===== config.mk =====
export PLATFORM = sky130hd
export DESIGN_NAME = div_const_pipe
export DESIGN_NICKNAME = d
export VERILOG_FILES = /design/src/rtl/div_const_pkg.sv /design/src/rtl/div_const_digit.sv /design/src/rtl/div_const_pipe.sv
export SDC_FILE = /design/constraint.sdc
export NUM_CORES = 1
export LEC_CHECK = 0
export ABC_AREA = 0
export CORE_MARGIN = 2
export CORE_UTILIZATION = 25
export DETAILED_ROUTE_END_ITERATION = 6
export GPL_ROUTABILITY_DRIVEN = 0
export PLACE_DENSITY_LB_ADDON = 0.3
export SKIP_LAST_GASP = 1
export SYNTH_ARGS = -nofsm -noshare
export SYNTH_HDL_FRONTEND = slang
export SYNTH_SLANG_ARGS = --single-unit

===== constraint.sdc =====
create_clock -name clk -period 12 [get_ports clk]
set_clock_uncertainty 0.2 [all_clocks]
set_input_delay 3 -clock clk [delete_from_list [all_inputs] [get_ports clk]]
set_output_delay 3 -clock clk [all_outputs]
set_load 0.02 [all_outputs]

===== src/rtl/div_const_pkg.sv =====
// ============================================================================
// Module   : div_const_pkg
// Purpose  : Shared sizing helpers and legal parameter limits for div_const_pipe.
// Revision : 1.0
// ============================================================================
`default_nettype none

package div_const_pkg;

    localparam int c_MAX_DIVISOR = 1 << 20;
    localparam int c_MAX_CHUNK   = 16;

    // Smallest n with 2**n >= value; sizes the partial remainder.
    function automatic int clog2(input int value);
        int n;
        n = 0;
        while ((longint'(1) << n) < longint'(value)) begin
            n++;
        end
        return n;
    endfunction

    function automatic int nstages(input int width, input int chunk);
        return (width + chunk - 1) / chunk;
    endfunction

endpackage

`default_nettype wire


===== src/rtl/div_const_digit.sv =====
// ============================================================================
// Module   : div_const_digit
// Purpose  : One radix-2^CHUNK digit of constant division (restoring compare-subtract).
// Revision : 1.0
// ============================================================================
`default_nettype none

module div_const_digit #(
    parameter int DIVISOR = 113,
    parameter int CHUNK   = 7,
    parameter int RW      = 7
) (
    input  logic [RW-1:0]    r_in_i,
    input  logic [CHUNK-1:0] chunk_i,
    output logic [CHUNK-1:0] q_digit_o,
    output logic [RW-1:0]    r_out_o
);

    localparam int c_TW = RW + CHUNK;
    localparam logic [c_TW-1:0] c_DIV = c_TW'(DIVISOR);

    logic [c_TW-1:0] w_t;

    // r_in < DIVISOR keeps every DIVISOR<<j inside c_TW bits and the digit below 2^CHUNK.
    always_comb begin
        w_t       = {r_in_i, chunk_i};
        q_digit_o = '0;
        for (int j = CHUNK - 1; j >= 0; j--) begin
            if (w_t >= (c_DIV << j)) begin
                w_t          = w_t - (c_DIV << j);
                q_digit_o[j] = 1'b1;
            end
        end
        r_out_o = w_t[RW-1:0];
    end

endmodule

`default_nettype wire


===== src/rtl/div_const_pipe.sv =====
// ============================================================================
// Module   : div_const_pipe
// Purpose  : Pipelined unsigned divide-by-constant, one digit per stage, valid/ready.
// Revision : 1.0
// ============================================================================
`default_nettype none

module div_const_pipe
    import div_const_pkg::*;
#(
    parameter int WIDTH   = 36,
    parameter int DIVISOR = 113,
    parameter int CHUNK   = 7,
    parameter int TAGW    = 4,
    localparam int RW     = clog2(DIVISOR)
) (
    input  logic             clk,
    input  logic             rst,
    input  logic             in_valid,
    output logic             in_ready,
    input  logic [WIDTH-1:0] in_x,
    input  logic [TAGW-1:0]  in_tag,
    output logic             out_valid,
    input  logic             out_ready,
    output logic [WIDTH-1:0] out_q,
    output logic [RW-1:0]    out_r,
    output logic [TAGW-1:0]  out_tag
);

    localparam int c_NST = nstages(WIDTH, CHUNK);
    localparam int c_PW  = c_NST * CHUNK;

    if (DIVISOR < 2 || DIVISOR > c_MAX_DIVISOR || CHUNK < 1 || CHUNK > c_MAX_CHUNK) begin : g_bad_param
        $error("div_const_pipe: DIVISOR must be 2..2^20 and CHUNK 1..16");
    end

    typedef logic [c_PW-1:0]  pw_t;
    typedef logic [WIDTH-1:0] q_t;

    typedef struct packed {
        logic            valid;
        logic [RW-1:0]   rem;
        logic [WIDTH-1:0] qacc;
        logic [TAGW-1:0] tag;
    } stage_t;

    stage_t r_stage_q [c_NST];
    logic   w_adv;

    assign w_adv     = ~r_stage_q[c_NST-1].valid | out_ready;
    assign in_ready  = w_adv;
    assign out_valid = r_stage_q[c_NST-1].valid;
    assign out_q     = r_stage_q[c_NST-1].qacc;
    assign out_r     = r_stage_q[c_NST-1].rem;
    assign out_tag   = r_stage_q[c_NST-1].tag;

    for (genvar k = 0; k < c_NST; k++) begin : g_stage
        // Unconsumed dividend bits shrink by one chunk per stage.
        localparam int c_XW = (c_NST - k) * CHUNK;

        stage_t           w_prev;
        logic [c_XW-1:0]  w_xin;
        logic [CHUNK-1:0] w_qdig;
        logic [RW-1:0]    w_rout;
        logic [WIDTH-1:0] w_qacc_d;

        if (k == 0) begin : g_head
            assign w_prev.valid = in_valid;
            assign w_prev.rem   = '0;
            assign w_prev.qacc  = '0;
            assign w_prev.tag   = in_tag;
            assign w_xin        = pw_t'(in_x);
        end else begin : g_body
            assign w_prev = r_stage_q[k-1];
            assign w_xin  = g_stage[k-1].g_rest.r_xrest_q;
        end

        div_const_digit #(
            .DIVISOR (DIVISOR),
            .CHUNK   (CHUNK),
            .RW      (RW)
        ) u_digit (
            .r_in_i    (w_prev.rem),
            .chunk_i   (w_xin[c_XW-1 -: CHUNK]),
            .q_digit_o (w_qdig),
            .r_out_o   (w_rout)
        );

        // Padding digits are zero, so truncating to WIDTH loses nothing.
        assign w_qacc_d = q_t'((pw_t'(w_prev.qacc) << CHUNK) | pw_t'(w_qdig));

        always_ff @(posedge clk) begin
            if (rst) begin
                r_stage_q[k] <= '0;
            end else if (w_adv) begin
                r_stage_q[k].valid <= w_prev.valid;
                if (w_prev.valid) begin
                    r_stage_q[k].rem  <= w_rout;
                    r_stage_q[k].qacc <= w_qacc_d;
                    r_stage_q[k].tag  <= w_prev.tag;
                end
            end
        end

        if (k < c_NST - 1) begin : g_rest
            logic [c_XW-CHUNK-1:0] r_xrest_q;

            always_ff @(posedge clk) begin
                if (rst) begin
                    r_xrest_q <= '0;
                end else if (w_adv && w_prev.valid) begin
                    r_xrest_q <= w_xin[c_XW-CHUNK-1:0];
                end
            end
        end
    end

endmodule

`default_nettype wire


==> impl_metrics.env <==
export IMPL_dr_pass1_iters=6
export IMPL_cp_end_kind="register"
export IMPL_critPathKind="reg -> reg"
export IMPL_crit_end="r_stage_q[1][91]$_SDFFCE_PN0P_"
export IMPL_grt_overflow_total=0
export IMPL_cpMostUsedCell="ha_1"
export IMPL_p_sw_share_pct=45.5
export IMPL_startpoint_type="register"
export IMPL_antenna_left=0
export IMPL_track_usage_pct=14.3
export IMPL_place_hpwl_microns=45400
export IMPL_antenna_found_initial=0
export IMPL_io_buffers=86
export IMPL_clk_pin_slew_worst_paths_ps=70
export IMPL_grt_max_degree=55
export IMPL_critical_path_startpoint="r_stage_q[1][40]$_SDFFCE_PN0P_"
export IMPL_yosys_warnings=0
export IMPL_yosysTopAreaCell="edfxtp_1"
export IMPL_hold_slack_ps=260
export IMPL_p_sw_w=0.00227
export IMPL_synthArstFlopShare_pct=0
export IMPL_first_global_vias=17800
export IMPL_final_nets=2426
export IMPL_rsz0062_at_grt="true"
export IMPL_htreeDepth=2
export IMPL_synth_seq_cells=251
export IMPL_reg2reg_depth=46
export IMPL_p_comb_share_pct=60.3
export IMPL_die_x_microns=288
export IMPL_netlist_instances=2285
export IMPL_setup_viol=0
export IMPL_initial_core_util_pct=25.1
export IMPL_drcViolationCount=0
export IMPL_syn_area_per_cell_sq_um=8.81
export IMPL_synth_most_common_cell="nand2_1"
export IMPL_syn_area_sq_mm=0.0201
export IMPL_postCtsHoldBufs=0
export IMPL_cts_tree="done"
export IMPL_root_buffer="clkbuf_16"
export IMPL_clkPwrFrac_pct=19.9
export IMPL_worst_path_max_delay_cell="a2111oi_0"
export IMPL_slew_viol_final=0
export IMPL_r2r_end="r_stage_q[1][91]$_SDFFCE_PN0P_"
export IMPL_ios=93
export IMPL_row_count=104
export IMPL_critical_path_arrival_ps=11330
export IMPL_clock_tree_buffer_depth=3
export IMPL_synth_area_top_cells="edfxtp_1 (22%), dfxtp_1 (10%), nand2_1 (3.4%)"
export IMPL_drt_total_wl_microns=61200
export IMPL_ys_types=129
export IMPL_coreArea_sq_mm=0.0802
export IMPL_p_per_area_mw_per_mm2=215
export IMPL_worst_pin_slew_ps=1160
export IMPL_crit_path_max_incr_delay_ps=530
export IMPL_critPathRequiredTime_ps=12150
export IMPL_numCtsBuffers=34
export IMPL_clock_sinks=251
export IMPL_finalHoldViolations=0
export IMPL_dieArea_sq_mm=0.0828
export IMPL_wire_per_inst_microns=17.9
export IMPL_status="finished, final reports clean"
export IMPL_r2r_start="r_stage_q[1][40]$_SDFFCE_PN0P_"
export IMPL_drv_cap=0
export IMPL_critPathMaxFanout=14
export IMPL_fin_crit_ps=11180
export IMPL_synth_top_cell_area_share_pct=21.8
export IMPL_fmax_mhz=89.5
export IMPL_diodes=0
export IMPL_relSlewSlack_pct=22.2
export IMPL_initialDrtViolationCount=1642
export IMPL_finalCritPeriodShare_pct=93.1
export IMPL_r2r_setup_slack_ps=820
export IMPL_synthTopCellsByCount="nand2_1 (185), nor2_1 (150), edfxtp_1 (146)"
export IMPL_grt_pass1_wl_microns=97100
export IMPL_internal_power_w=0.00272
export IMPL_clk_latency_ps=550
export IMPL_hold_path_class="reg -> reg"
export IMPL_ir_worst_vdd_v=0.000108
export IMPL_vias=18700
export IMPL_power_leakage_nw=8.54
export IMPL_synth_edf_count=146
export IMPL_tns_ps=0
export IMPL_yosys_most_used_dff="edfxtp_1"
export IMPL_viasPerCell=5.49
export IMPL_ys_seq_area_share_pct=32.2
export IMPL_p_seq_share_pct=19.8
export IMPL_area_delta_synth_final_pct=15.0
export IMPL_drive_gt1_share_pct=9.35
export IMPL_chipHeight_microns=288
==> state kept, by name, indices dropped and copies added, names as in the netlist <==
name and count:
g_stage.g_rest.r_xrest_q 105, r_stage_q 146
==> timing repair <==
item | 4_1_cts | 5_1_grt
gates resized for setup | 0 | 4
endpoints found under the setup margin | 0 | 12
buffers inserted | 0 | 4
==> layer usage <==
layer | routed length, microns | vias to the layer above | share of wire, % | GRT usage, %
li1 | - | 8998 | - | -
met1 | 28800 | 8976 | 47 | 19.9
met2 | 27000 | 667 | 44 | 22.6
met3 | 3620 | 96 | 5.9 | 2.12
met4 | 1820 | 0 | 3.0 | 4.70
met5 | 0 | - | 0 | 0
==> placed cells by master, fill, tap and decap left out, types with 30 or more instances in the layout <==
cell type	synthesis	layout
nand2_1	185	185
nor2_1	150	150
edfxtp_1	146	146
and3_1	107	107
o21ai_0	105	105
dfxtp_1	105	105
a21oi_1	104	101
clkdlybuf4s50_1	0	86
a22o_1	79	79
xnor2_1	78	78
inv_1	77	77
nand3_1	74	74
nor3_1	59	59
ha_1	53	53
and2_1	43	42
a211oi_1	40	40
clkbuf_16	0	36
or3_1	34	34
a21o_1	34	33
mux2i_1	31	31
nand4_1	30	30
==> worst min-delay path by stage <==
stage	start	to	slack [ps]	cells past startpoint
after global placement	g_stage[2].g_rest.r_xrest_q[7]$_SDFFE_PP0P_	g_stage[3].g_rest.r_xrest_q[7]$_SDFFE_PP0P_	250	2
after global routing	g_stage[0].g_rest.r_xrest_q[13]$_SDFFE_PP0P_	g_stage[0].g_rest.r_xrest_q[13]$_SDFFE_PP0P_	290	1
after CTS	g_stage[2].g_rest.r_xrest_q[8]$_SDFFE_PP0P_	g_stage[3].g_rest.r_xrest_q[8]$_SDFFE_PP0P_	260	2
after floorplan	g_stage[0].g_rest.r_xrest_q[21]$_SDFFE_PP0P_	g_stage[1].g_rest.r_xrest_q[21]$_SDFFE_PP0P_	230	2
after detailed placement	g_stage[2].g_rest.r_xrest_q[8]$_SDFFE_PP0P_	g_stage[3].g_rest.r_xrest_q[8]$_SDFFE_PP0P_	250	2
final	g_stage[2].g_rest.r_xrest_q[8]$_SDFFE_PP0P_	g_stage[3].g_rest.r_xrest_q[8]$_SDFFE_PP0P_	260	2
==> per-stage QoR <==
stage                     cells  instance area, sq um  util (%)  power (W)  setup WS (ps)
after detailed placement   3349                 22000      27.4    0.00393            498
final                      3414                 23100      28.9    0.00499            823
after global routing       3414                 23100      28.9    0.00536          -14.6
after floorplan            2290                 20100         -    0.00335           1800
after CTS                  3410                 23100      28.8    0.00495            414
after global placement     3349                 22000      27.4    0.00389            938
==> power groups by stage <==
stage	Clock [W]	Combinational, W	Sequential, W
2_1_floorplan	0	0.00236	0.000992
4_1_cts	0.00102	0.00294	0.000988
3_3_place_gp	0	0.00288	0.00101
6_report	0.000992	0.00301	0.000989
5_1_grt	0.00105	0.00331	0.000994
3_5_place_dp	0	0.00292	0.00101
==> cells by family (layout without fill, tap and decap cells) <==
kind of cell / count (synthesis) / count (layout) / synth area share (%)
other cells: 1 / 6 / 0.0186
flops: 251 / 251 / 32.2
mux: 58 / 58 / 3.06
simple gates: 851 / 851 / 22.8
compound gates: 778 / 778 / 29.9
fa+ha+maj: 53 / 53 / 3.29
xor+xnor: 107 / 107 / 4.76
buf+inv: 186 / 250 / 3.94
==> cell type report <==
cell class	count	area, sq um
Tap cell	1060	1330
Inverter	83	312
Clock buffer	44	962
Multi-Input combinational cell	1853	12900
Clock inverter	17	134
Sequential cell	251	6490
Fill cell	8518	57000
Timing Repair Buffer	106	1010
==> worst max-delay path: cells and delay by family, from the launching register on <==
family | cells | cell delay, ps
AOI/OAI and AO/OA | 14 | 3620
and+or+nand+nor | 14 | 2950
adders and majority gates | 6 | 1320
xor gates and xnor gates | 5 | 1070
buffers and inverters | 6 | 800
DFF | 1 | 500
muxes | 1 | 490
(Power assumes the default switching activity.)
